`src/rtl/pipeline_sequencer_if.sv`:
```
// Handshake bundle between decode/control (master) and the pipeline sequencer (slave).
// Carries decoded register usage, EX resolution, and the pipeline-register controls.
interface pipeline_sequencer_if #(
  parameter int unsigned REG_W = 4
);
  logic             id_valid;
  logic [REG_W-1:0] id_rs1;
  logic [REG_W-1:0] id_rs2;
  logic             id_rs1_used;
  logic             id_rs2_used;
  logic [REG_W-1:0] id_rd;
  logic             id_reg_write;
  logic             id_write_op2;
  logic             id_halt;
  logic             ex_branch_taken;
  logic             ex_jump;
  logic             ex_overflow;

  logic             pc_we;
  logic             ifid_we;
  logic             ifid_flush;
  logic             idex_bubble;
  logic             exmem_kill;
  logic             halted;
  logic [15:0]      stall_cycles;

  modport master (
    output id_valid, id_rs1, id_rs2, id_rs1_used, id_rs2_used, id_rd,
           id_reg_write, id_write_op2, id_halt,
           ex_branch_taken, ex_jump, ex_overflow,
    input  pc_we, ifid_we, ifid_flush, idex_bubble, exmem_kill, halted, stall_cycles
  );

  modport slave (
    input  id_valid, id_rs1, id_rs2, id_rs1_used, id_rs2_used, id_rd,
           id_reg_write, id_write_op2, id_halt,
           ex_branch_taken, ex_jump, ex_overflow,
    output pc_we, ifid_we, ifid_flush, idex_bubble, exmem_kill, halted, stall_cycles
  );
endinterface

```
`src/rtl/pipeline_sequencer.sv`:
```
// Pipeline sequencing controller: 3-slot writeback scoreboard for RAW stalls,
// branch/jump flushes, and a RUN/DRAIN/HALTED machine for halt and ALU overflow.
module pipeline_sequencer #(
  parameter int unsigned REG_W        = 4,
  parameter int unsigned DRAIN_CYCLES = 3
) (
  input logic                 clk,
  input logic                 rst,
  pipeline_sequencer_if.slave bus
);

  localparam int unsigned CNT_W = (DRAIN_CYCLES > 1) ? $clog2(DRAIN_CYCLES) : 1;

  typedef enum logic [1:0] {
    ST_RUN,
    ST_DRAIN,
    ST_HALTED
  } state_t;

  typedef struct packed {
    logic             a_en;
    logic [REG_W-1:0] a_addr;
    logic             b_en;
    logic [REG_W-1:0] b_addr;
  } slot_t;

  state_t           state_q, state_d;
  logic [CNT_W-1:0] cnt_q, cnt_d;
  logic [15:0]      stall_q, stall_d;
  slot_t            sb_q [3];
  slot_t            s0_d;

  logic rs1_hit, rs2_hit, hazard;
  logic pc_we, ifid_we, ifid_flush, idex_bubble, exmem_kill;

  // No forwarding: a source matching any in-flight destination must wait for writeback.
  always_comb begin
    rs1_hit = 1'b0;
    rs2_hit = 1'b0;
    for (int unsigned i = 0; i < 3; i++) begin
      if ((sb_q[i].a_en && sb_q[i].a_addr == bus.id_rs1) ||
          (sb_q[i].b_en && sb_q[i].b_addr == bus.id_rs1)) rs1_hit = 1'b1;
      if ((sb_q[i].a_en && sb_q[i].a_addr == bus.id_rs2) ||
          (sb_q[i].b_en && sb_q[i].b_addr == bus.id_rs2)) rs2_hit = 1'b1;
    end
    hazard = bus.id_valid &
             ((bus.id_rs1_used & rs1_hit) | (bus.id_rs2_used & rs2_hit));
  end

  always_comb begin
    state_d     = state_q;
    cnt_d       = cnt_q;
    stall_d     = stall_q;
    s0_d        = '0;
    pc_we       = 1'b0;
    ifid_we     = 1'b0;
    ifid_flush  = 1'b0;
    idex_bubble = 1'b0;
    exmem_kill  = 1'b0;

    case (state_q)
      ST_RUN: begin
        if (bus.ex_overflow) begin
          exmem_kill  = 1'b1;
          ifid_flush  = 1'b1;
          idex_bubble = 1'b1;
          state_d     = ST_DRAIN;
          cnt_d       = CNT_W'(DRAIN_CYCLES - 1);
        end else if (bus.ex_branch_taken || bus.ex_jump) begin
          pc_we       = 1'b1;
          ifid_flush  = 1'b1;
          idex_bubble = 1'b1;
        end else if (hazard) begin
          idex_bubble = 1'b1;
          if (stall_q != '1) stall_d = stall_q + 16'd1;
        end else if (bus.id_valid && bus.id_halt) begin
          // The halt itself issues but carries no register writes.
          state_d = ST_DRAIN;
          cnt_d   = CNT_W'(DRAIN_CYCLES - 1);
        end else begin
          pc_we   = 1'b1;
          ifid_we = 1'b1;
          if (bus.id_valid) begin
            s0_d.a_en   = bus.id_reg_write;
            s0_d.a_addr = bus.id_rd;
            s0_d.b_en   = bus.id_write_op2;
            s0_d.b_addr = bus.id_rs2;
          end
        end
      end

      ST_DRAIN: begin
        idex_bubble = 1'b1;
        exmem_kill  = bus.ex_overflow;
        if (cnt_q == '0) state_d = ST_HALTED;
        else             cnt_d   = cnt_q - CNT_W'(1);
      end

      ST_HALTED: begin
        idex_bubble = 1'b1;
      end

      default: begin
        state_d = ST_RUN;
      end
    endcase
  end

  always_ff @(posedge clk) begin
    if (rst) begin
      state_q <= ST_RUN;
      cnt_q   <= '0;
      stall_q <= '0;
      for (int unsigned i = 0; i < 3; i++) sb_q[i] <= '0;
    end else begin
      state_q <= state_d;
      cnt_q   <= cnt_d;
      stall_q <= stall_d;
      sb_q[0] <= s0_d;
      sb_q[1] <= sb_q[0];
      sb_q[2] <= sb_q[1];
    end
  end

  assign bus.pc_we        = pc_we;
  assign bus.ifid_we      = ifid_we;
  assign bus.ifid_flush   = ifid_flush;
  assign bus.idex_bubble  = idex_bubble;
  assign bus.exmem_kill   = exmem_kill;
  assign bus.halted       = (state_q == ST_HALTED);
  assign bus.stall_cycles = stall_q;

endmodule

```
`src/flat_wrapper.sv`:
```
// flat-port wrapper written by rule: the top's interface ports become plain ports
module pipeline_sequencer_flat 
#(
  parameter int unsigned REG_W        = 4,
  parameter int unsigned DRAIN_CYCLES = 3
)
  (clk, rst, bus_id_valid, bus_id_rs1, bus_id_rs2, bus_id_rs1_used, bus_id_rs2_used, bus_id_rd, bus_id_reg_write, bus_id_write_op2, bus_id_halt, bus_ex_branch_taken, bus_ex_jump, bus_ex_overflow, bus_pc_we, bus_ifid_we, bus_ifid_flush, bus_idex_bubble, bus_exmem_kill, bus_halted, bus_stall_cycles);
  pipeline_sequencer_if #(.REG_W(REG_W)) bus_i ();
  input logic clk;
  input logic rst;
  input wire logic [$bits(bus_i.id_valid)-1:0] bus_id_valid;
  input wire logic [$bits(bus_i.id_rs1)-1:0] bus_id_rs1;
  input wire logic [$bits(bus_i.id_rs2)-1:0] bus_id_rs2;
  input wire logic [$bits(bus_i.id_rs1_used)-1:0] bus_id_rs1_used;
  input wire logic [$bits(bus_i.id_rs2_used)-1:0] bus_id_rs2_used;
  input wire logic [$bits(bus_i.id_rd)-1:0] bus_id_rd;
  input wire logic [$bits(bus_i.id_reg_write)-1:0] bus_id_reg_write;
  input wire logic [$bits(bus_i.id_write_op2)-1:0] bus_id_write_op2;
  input wire logic [$bits(bus_i.id_halt)-1:0] bus_id_halt;
  input wire logic [$bits(bus_i.ex_branch_taken)-1:0] bus_ex_branch_taken;
  input wire logic [$bits(bus_i.ex_jump)-1:0] bus_ex_jump;
  input wire logic [$bits(bus_i.ex_overflow)-1:0] bus_ex_overflow;
  output wire logic [$bits(bus_i.pc_we)-1:0] bus_pc_we;
  output wire logic [$bits(bus_i.ifid_we)-1:0] bus_ifid_we;
  output wire logic [$bits(bus_i.ifid_flush)-1:0] bus_ifid_flush;
  output wire logic [$bits(bus_i.idex_bubble)-1:0] bus_idex_bubble;
  output wire logic [$bits(bus_i.exmem_kill)-1:0] bus_exmem_kill;
  output wire logic [$bits(bus_i.halted)-1:0] bus_halted;
  output wire logic [$bits(bus_i.stall_cycles)-1:0] bus_stall_cycles;
  assign bus_i.id_valid = bus_id_valid;
  assign bus_i.id_rs1 = bus_id_rs1;
  assign bus_i.id_rs2 = bus_id_rs2;
  assign bus_i.id_rs1_used = bus_id_rs1_used;
  assign bus_i.id_rs2_used = bus_id_rs2_used;
  assign bus_i.id_rd = bus_id_rd;
  assign bus_i.id_reg_write = bus_id_reg_write;
  assign bus_i.id_write_op2 = bus_id_write_op2;
  assign bus_i.id_halt = bus_id_halt;
  assign bus_i.ex_branch_taken = bus_ex_branch_taken;
  assign bus_i.ex_jump = bus_ex_jump;
  assign bus_i.ex_overflow = bus_ex_overflow;
  assign bus_pc_we = bus_i.pc_we;
  assign bus_ifid_we = bus_i.ifid_we;
  assign bus_ifid_flush = bus_i.ifid_flush;
  assign bus_idex_bubble = bus_i.idex_bubble;
  assign bus_exmem_kill = bus_i.exmem_kill;
  assign bus_halted = bus_i.halted;
  assign bus_stall_cycles = bus_i.stall_cycles;
  pipeline_sequencer #(.REG_W(REG_W), .DRAIN_CYCLES(DRAIN_CYCLES)) u_core (.clk(clk), .rst(rst), .bus(bus_i));
endmodule
```
`config.mk`:
```
export PLATFORM = sky130hd
export DESIGN_NAME = pipeline_sequencer_flat
export DESIGN_NICKNAME = d
export VERILOG_FILES = /design/src/rtl/pipeline_sequencer_if.sv /design/src/rtl/pipeline_sequencer.sv /design/src/flat_wrapper.sv
export SDC_FILE = /design/constraint.sdc
export NUM_CORES = 1
export LEC_CHECK = 0
export ABC_AREA = 0
export ABC_CLOCK_PERIOD_IN_PS = 6700
export BUFFER_PORTS_ARGS = -buffer_cell sky130_fd_sc_hd__buf_2
export CORE_AREA = 3 3 71 73
export CTS_CLUSTER_SIZE = 30
export DETAILED_ROUTE_END_ITERATION = 7
export DIE_AREA = 0 0 74 76
export PLACE_DENSITY = 0.82
export SYNTH_ARGS = -nofsm -noshare
export SYNTH_HDL_FRONTEND = slang
export SYNTH_SLANG_ARGS = --single-unit
```
`constraint.sdc`:
```
create_clock -name clk -period 6.7 [get_ports clk]
set_clock_uncertainty 0.2 [all_clocks]
set_input_delay 0.67 -clock clk [delete_from_list [all_inputs] [get_ports clk]]
set_output_delay 0.67 -clock clk [all_outputs]
set_load 0.1 [all_outputs]
```
* Word level (Yosys, flattened, before mapping) *
Memory sizes are Yosys's and may differ from the RTL's.
Index checks and enable logic that the tools add are counted.

storage, ports and cells
  bits in registers = 20
  RAM bits = 30
  bits of input ports = 23
  output and inout bits = 22
  memories = 1

memory list
  memory       words  width  read ports  clocked after Yosys merged registers in  write ports  line                      text
  u_core.sb_q  3      10     3           0                                        3            pipeline_sequencer.sv:30  slot_t sb_q [3];

operators by class
  add/sub/neg operators = 2
  eq/ne operators = 20
  muxes and demuxes = 47
  bitwise gates (word level) = 10
  reduce and logical (&&, ||, !) cells = 27

operator list
  kind                                                                     count
  10-bit 2-to-1 mux                                                        9
  4-bit == test                                                            12
  1-bit 2-to-1 mux                                                         24
  2-bit 2-to-1 mux                                                         10
  16-bit by 1-bit adder with 16-bit output, second input constant          1
  16-bit inequality test, second input constant                            1
  5-bit AND reduction                                                      3
  1-bit logical AND                                                        13
  1-bit logical OR                                                         7
  3-bit inequality test, second input constant                             2
  2-bit one-hot mux with 3 select lines                                    1
  2-bit zero test                                                          2
  1-bit bitwise OR                                                         4
  1-bit one-hot mux with 2 select lines                                    2
  2-bit one-hot mux with 2 select lines                                    1
  1-bit bitwise AND                                                        3
  3-bit by 2-bit inequality test with 1-bit output, second input constant  1
  1-bit inverter                                                           3
  2-bit by 1-bit == test with 1-bit output, second input constant          1
  2-bit == test, second input constant                                     1
  2-bit by 1-bit inequality test with 1-bit output, second input constant  1
  2-bit inequality test, second input constant                             1
  2-bit nonzero test                                                       1
  2-bit OR reduction                                                       1
  2-bit by 1-bit subtractor with 2-bit output, second input constant       1

* Longest topological paths before layout *
Gate-level depths: netlist of the first run.

  depth after elaboration = 14
  depth in mapped cells = 10

* Worst setup path before layout of the first run *
OpenSTA, ideal clock, no wires.

  kind = input-to-output
  from = input port bus_id_rs1[1]
  to = output port bus_ifid_we
  data arrival time = 6.555 ns
  required time = 5.830 ns
  setup slack = -0.725 ns
  stages on the path = 7
  cells stage by stage = buf_4 -> xor2_1 -> nor3_1 -> a31oi_2 -> a31oi_4 -> or3_1 -> a2111oi_0

on the way
  longest elaborated chain between the ends = 13

ends and longest elaborated chain
  what                                         line                                                text
  start: declaration                           flat_wrapper.sv:12                                  input wire logic [$bits(bus_i.id_rs1)-1:0] bus_id_rs1;
  4-bit == test, on equally long branches      pipeline_sequencer.sv:41, pipeline_sequencer.sv:42
  1-bit logical AND, on equally long branches  pipeline_sequencer.sv:41, pipeline_sequencer.sv:42
  1-bit logical OR                             pipeline_sequencer.sv:41                            if ((sb_q[i].a_en && sb_q[i].a_addr == bus.id_rs1) ||
  1-bit 2-to-1 mux (2 in series)               pipeline_sequencer.sv:41
  1-bit 2-to-1 mux *                           pipeline_sequencer.sv:41
  1-bit bitwise AND *                          pipeline_sequencer.sv:47                            ((bus.id_rs1_used & rs1_hit) | (bus.id_rs2_used & rs2_hit));
  1-bit bitwise OR *                           pipeline_sequencer.sv:47
  1-bit bitwise AND *                          pipeline_sequencer.sv:46                            hazard = bus.id_valid &
  1-bit 2-to-1 mux *                           pipeline_sequencer.sv:73                            end else if (hazard) begin
  1-bit 2-to-1 mux *                           pipeline_sequencer.sv:69                            end else if (bus.ex_branch_taken || bus.ex_jump) begin
  1-bit 2-to-1 mux *                           pipeline_sequencer.sv:63                            if (bus.ex_overflow) begin
  1-bit 2-to-1 mux *                           pipeline_sequencer.sv:61                            case (state_q)
  end: declaration                             flat_wrapper.sv:24                                  output wire logic [$bits(bus_i.ifid_we)-1:0] bus_ifid_we;

Mark *: on every way between the ends. The rest lies on a longest branch, timed or not.

* Final worst setup path of the first run *
  from = input port bus_id_rs2[3]
  to = output port bus_ifid_we

on the way
  longest elaborated chain between the ends = 13

ends and longest elaborated chain
  what                                         line                                                text
  start: declaration                           flat_wrapper.sv:13                                  input wire logic [$bits(bus_i.id_rs2)-1:0] bus_id_rs2;
  4-bit == test, on equally long branches      pipeline_sequencer.sv:43, pipeline_sequencer.sv:44
  1-bit logical AND, on equally long branches  pipeline_sequencer.sv:43, pipeline_sequencer.sv:44
  1-bit logical OR                             pipeline_sequencer.sv:43                            if ((sb_q[i].a_en && sb_q[i].a_addr == bus.id_rs2) ||
  1-bit 2-to-1 mux (2 in series)               pipeline_sequencer.sv:43
  1-bit 2-to-1 mux *                           pipeline_sequencer.sv:43
  1-bit bitwise AND *                          pipeline_sequencer.sv:47
  1-bit bitwise OR *                           pipeline_sequencer.sv:47
  1-bit bitwise AND *                          pipeline_sequencer.sv:46
  1-bit 2-to-1 mux *                           pipeline_sequencer.sv:73
  1-bit 2-to-1 mux *                           pipeline_sequencer.sv:69
  1-bit 2-to-1 mux *                           pipeline_sequencer.sv:63
  1-bit 2-to-1 mux *                           pipeline_sequencer.sv:61

Marks and branches as above.

==> flow_summary.json, run 1 <==
{
  "worst_hold_slack_ns": 0.301,
  "gr-usage-all-layers": 0.200,
  "placed_area_um2": 2850,
  "end_kind": "output port",
  "drive_above_1_share": 0.205,
  "antenna_found_initial": 0,
  "tritoncts": "yes",
  "worstPathRequired_ns": 5.83,
  "io_pins": 45,
  "grt_pass1_wl_um": 8800,
  "antenna_cells": 0,
  "slew_viol_final": 0,
  "async_flop_share": 0,
  "dpl.hpwl_um": 4020,
  "critPathKind": "in2out",
  "start_util": 0.602,
  "drt-pass1-iter-count": 4,
  "path_clk_slew_ns": 0.08,
  "fin_tns_setup_ns": 0,
  "worst_pin_slew_ns": 0.759,
  "die_width_um": 74,
  "io_buffer_count": 44,
  "slew_headroom": 0.493,
  "globalplace.congestion": 0.841,
  "drc_errors": 0,
  "cts_buffer_depth": 2,
  "p_leak_nw": 1.24,
  "grt_max_degree": 43,
  "min_period_ns": 3.80,
  "powerDensity_nw_per_um2": 250,
  "netlist_top_cells_count": "dfxtp_1, xor2_1, nor2b_1",
  "post-cts-setup-buffer-count": 0,
  "die_area_um2": 5620,
  "crit_path_start_kind": "input pin",
  "finalCritPeriodShare": 0.567,
  "num-fill-cells": 383,
  "path_max_fanout": 7,
  "syn_avg_cell_area_um2": 9.22,
  "cts_buffers": 5,
  "fmax_mhz": 263,
  "detail_route.wl_per_cell_um": 14.1,
  "syn-instance-count": 288,
  "synth_edf_count": 0,
  "cts_root_buffer": "clkbuf_8",
  "yosysWarningCount": 0,
  "arrival_ns": 2.93,
  "yosys_register_bits": 50,
  "fp.dieH_um": 76,
  "cts_hold_buf": 0,
  "syn_area_um2": 2660,
  "peakVddDrop_uv": 158,
  "vias": 2050,
  "area_delta_synth_final_pct": 11.2,
  "postRouteAntennaNets": 0,
  "synth_top_area_share": 0.377,
  "dr.first_iter.drc_count": 84,
  "wl_um": 5330,
  "stdcell_area_um2": 2950,
  "rsz0062_at_grt": "no",
  "finalSetupViolations": 0,
  "overflow": 0,
  "clock_latency_ns": 0.30,
  "synth_top_cell_by_area": "dfxtp_1",
  "final_util": 0.669,
  "seq_area_um2": 1000,
  "fin_nets": 355,
  "cts.sinks": 50,
  "synth_seq_area_share": 0.377,
  "synthDistinctLibCells": 40,
  "synth_nets": 317,
  "min_path_type": "reg2reg",
  "grt_pass1_vias": 1908,
  "cts_max_level": 2,
  "core_um2": 4410,
  "cts_resized": 0,
  "rows": 24,
  "synthTopCellsByArea": "dfxtp_1, xor2_1, nor2b_1",
  "status": "complete, no violations",
  "vias_per_cell": 5.41,
  "multiInputGateArea_um2": 1510,
  "synthFlopType": "dfxtp_1",
  "synth_most_common_cell": "dfxtp_1",
  "hold_viol": 0,
  "drv_cap": 0
}
-- stage by stage --
stage	setup slack, ns	instances	power, mW
2_1_floorplan	0.626	288	0.518
3_3_place_gp	2.97	371	0.548
3_5_place_dp	2.93	371	0.553
4_1_cts	2.91	379	0.745
5_1_grt	2.76	379	0.775
6_report	2.90	379	0.738
-- registers in the layout, indices dropped and copies added (netlist names) --
signal / flops
u_core.state_q: 2
u_core.sb_q: 30
u_core.cnt_q: 2
u_core.bus.stall_cycles: 16
-- where the power goes --
part           internal [mW]  leakage, nW  switching, mW
registers              0.306        0.403        0.00671
logic                 0.0591        0.783          0.174
clock network         0.0947       0.0544         0.0976
-- final timing paths --
path / from / end / slack, ns / cells past startpoint
setup / recovery: bus_id_rs2[3] / bus_ifid_we / 2.90 / 8
hold / removal: u_core.sb_q[0][9]$_SDFF_PP0_ / u_core.sb_q[0][19]$_SDFF_PP0_ / 0.30 / 1
setup reg to reg: u_core.sb_q[0][2]$_SDFF_PP0_ / u_core.bus.stall_cycles[15]$_SDFFE_PP0P_ / 4.04 / 7
hold reg to reg: u_core.sb_q[0][9]$_SDFF_PP0_ / u_core.sb_q[0][19]$_SDFF_PP0_ / 0.30 / 1
-- worst max-delay path, cell delays in order --
cell and delay, ns:
buf_2 0.22, xor2_1 0.21, nor3_1 0.09, a31oi_2 0.26, a31oi_4 0.16, or3_1 0.40, a2111oi_1 0.42, buf_2 0.50
-- cells in the final DEF, fill, tap and decap left out, types with 2 or more instances in the layout --
cell type  Yosys  routed
nor2b_1       23      23
nand3_1        9       9
o21a_1         3       3
o31a_1         2       2
xor2_1        39      39
nor3_1         8       8
clkbuf_8       0       7
a21oi_1       13      13
or3_1          9       9
ha_1           6       6
dfxtp_1       50      50
o211ai_1       2       2
and2_1        12      12
xnor2_1       13      13
o21ai_0       10      10
o2111ai_1      2       2
nand4_1        3       3
nor4_1         5       5
nor2_1        18      18
mux2_2         2       2
buf_2          1      44
a31oi_2        6       6
nor4_2         2       2
inv_1         13      13
nand2_1       11      11
a31oi_4        2       2
-- final cells by class --
class	count	area share
multi-input combinational	212	0.512
sequential	50	0.339
timing repair buffer	44	0.0746
clock buffer	7	0.0326
tap	52	0.0220
inverter	13	0.0165
clock inverter	1	0.00297
-- per-layer routing --
layer,part of all wire,GRT usage,vias up
met5,0,0,-
met4,0.013,0.0543,0
met3,0.051,0.0422,7
met2,0.48,0.321,44
met1,0.46,0.269,947
li1,-,-,1052
-- cell families after synthesis --
| logic type | count (synthesis) | synth area share |
|---|---|---|
| xor gates and xnor gates | 52 | 0.171 |
| AOI/OAI and AO/OA | 46 | 0.137 |
| adders and majority gates | 6 | 0.0283 |
| muxes | 3 | 0.0122 |
| buffers and inverters | 26 | 0.0542 |
| and+or+nand+nor | 105 | 0.220 |
| DFF | 50 | 0.377 |
(Power assumes the default switching activity.)
==> run 2: changes to the inputs <==
- ABC_CLOCK_PERIOD_IN_PS: 6700 -> 3500
- CORE_AREA: 3 3 71 73 -> 3 3 73 75
- DIE_AREA: 0 0 74 76 -> 0 0 76 78
- PLACE_DENSITY: 0.82 -> 0.78
- clock period: 6.7 -> 3.5 ns (I/O delays scaled with it)
==> flow_summary.json, run 2 (same netlist as run 1, synthesis figures left out) <==
{
  "status": "complete, no violations",
  "setup_ws_ns": 0.190,
  "cts_buffers": 5,
  "drive_above_1_share": 0.214,
  "rr_endpoint": "u_core.bus.stall_cycles[15]$_SDFFE_PP0P_",
  "post-cts-setup-buffer-count": 0,
  "die_width_um": 76,
  "p_clk_frac": 0.246,
  "core_um2": 4720,
  "min_period_ns": 3.31,
  "critical_path_buf_inv_count": 1,
  "wl_met2_um": 2480,
  "globalplace.congestion": 0.870,
  "overflow": 0,
  "arrival_ns": 2.76,
  "reg2regPathDepth": 8,
  "crit_path_top_delay_cell": "buf_2",
  "drc_errors": 0,
  "rsz0062_at_grt": "no",
  "end_kind": "output port",
  "switching_power_mw": 0.556,
  "path_max_fanout": 7,
  "grt_max_degree": 43,
  "area_delta_synth_final_pct": 12.4,
  "fp.dieH_um": 78,
  "cpLargestDelayFamily": "compound AO/OA/AOI/OAI gates",
  "drv_cap": 0,
  "antenna_cells": 0,
  "cts_hold_buf": 0,
  "p_seq_frac": 0.428,
  "min_path_type": "in2reg",
  "cts_root_buffer": "clkbuf_8",
  "worstPathRequired_ns": 2.95,
  "grt_pass1_vias": 2073,
  "rr_startpoint": "u_core.state_q[0]$_SDFFE_PP0P_",
  "p_comb_frac": 0.327,
  "internal_power_mw": 0.848,
  "hold_viol": 0,
  "final_util": 0.632,
  "gr-usage-all-layers": 0.199,
  "cts_max_level": 2,
  "finalCritPeriodShare": 0.946,
  "crit_path_start_kind": "flip-flop",
  "grt_pass1_wl_um": 9540,
  "hp-start": "bus_id_reg_write",
  "worst_path_largest_cell_delay_ns": 0.48,
  "finalSetupViolations": 0,
  "placed_area_um2": 2890,
  "stdcell_area_um2": 2990,
  "whs_path_depth": 2,
  "die_area_um2": 5930,
  "final_common_cell": "dfxtp_1",
  "io_pins": 45,
  "vias_per_cell": 5.16,
  "sw_frac_of_total": 0.396,
  "mostFrequentLayoutCells": "dfxtp_1, buf_2, xor2_1, nor2b_1, nor2_1",
  "worst_pin_slew_ns": 0.789,
  "critPathKind": "reg2out",
  "routed-wl-met3_um": 242,
  "min_to": "u_core.sb_q[0][9]$_SDFF_PP0_",
  "powerDensity_nw_per_um2": 470,
  "slew_viol_final": 0,
  "clock_latency_ns": 0.32,
  "largest_register_ffs": 30,
  "dpl.hpwl_um": 4130,
  "path_clk_slew_ns": 0.10,
  "path_cells": "xor2_1 -> nor4_2 -> a31oi_2 -> a31oi_4 -> or3_1 -> a2111oi_4 -> buf_2",
  "io_buffer_count": 44,
  "vias": 2034,
  "worst_hold_slack_ns": 0.0220,
  "layout.cells.non_filler": 394,
  "rows": 25,
  "cts.sinks": 50,
  "fin_tns_setup_ns": 0,
  "cts_buffer_depth": 2,
  "largest-register": "u_core.sb_q",
  "dp.cells": 386,
  "detail_route.wl_per_cell_um": 13.9,
  "fin_nets": 355,
  "wl_um": 5490,
  "cts_resized": 0,
  "slew_headroom": 0.473,
  "wl_met1_um": 2700,
  "drt-pass1-iter-count": 4,
  "fin_total_pwr_mw": 1.40,
  "top_layer_used": "met4",
  "dr.first_iter.drc_count": 107,
  "tritoncts": "yes",
  "fmax_mhz": 302,
  "pre_cts_ws_ns": 0.381,
  "p_leak_nw": 1.23,
  "r2r_slack_ns": 0.81,
  "postRouteAntennaNets": 0,
  "start_util": 0.562,
  "peakVddDrop_uv": 539,
  "antenna_found_initial": 0
}
## run 2: per-layer routing
metal	global-route usage	up-vias
li1	-	1052
met1	0.257	939
met2	0.322	36
met3	0.0615	7
met4	0.0580	0
met5	0	-
## run 2: power groups by stage
stage               registers (mW)  logic [mW]  clock network, mW
floorplan                    0.610       0.393                  0
global placement             0.613       0.450                  0
detailed placement           0.614       0.458                  0
CTS                          0.601       0.459              0.351
global route                 0.604       0.491              0.378
finish                       0.600       0.459              0.345
## run 2: worst max path at each step
stage,startpoint,cells after the start,slack (ns),endpoint
global route,u_core.sb_q[0][6]$_SDFF_PP0_,7,0.05,bus_ifid_we
floorplan,bus_id_rs1[1],7,0.17,bus_ifid_we
global placement,bus_id_rs1[1],8,0.40,bus_ifid_we
detailed placement,bus_id_rs1[0],8,0.38,bus_ifid_we
CTS,u_core.sb_q[0][6]$_SDFF_PP0_,7,0.18,bus_ifid_we
finish,u_core.sb_q[0][6]$_SDFF_PP0_,7,0.19,bus_ifid_we
## run 2: cell type report
cell class | instances | area [µm²]
tap | 67 | 83.8
clock buffer | 5 | 68.8
sequential | 50 | 1000
clock inverter | 3 | 23.8
inverter | 13 | 48.8
fill | 417 | 1740
multi-input combinational | 212 | 1540
timing repair buffer | 44 | 220
## run 2: worst register-to-register path, delay by kind of cell, from the launching register on
kind,cells,cell delay [ns]
AOI/OAI and AO/OA,2,0.60
adders and majority gates,1,0.27
buffers and inverters,1,0.10
DFF,1,0.36
and+or+nand+nor,4,1.10
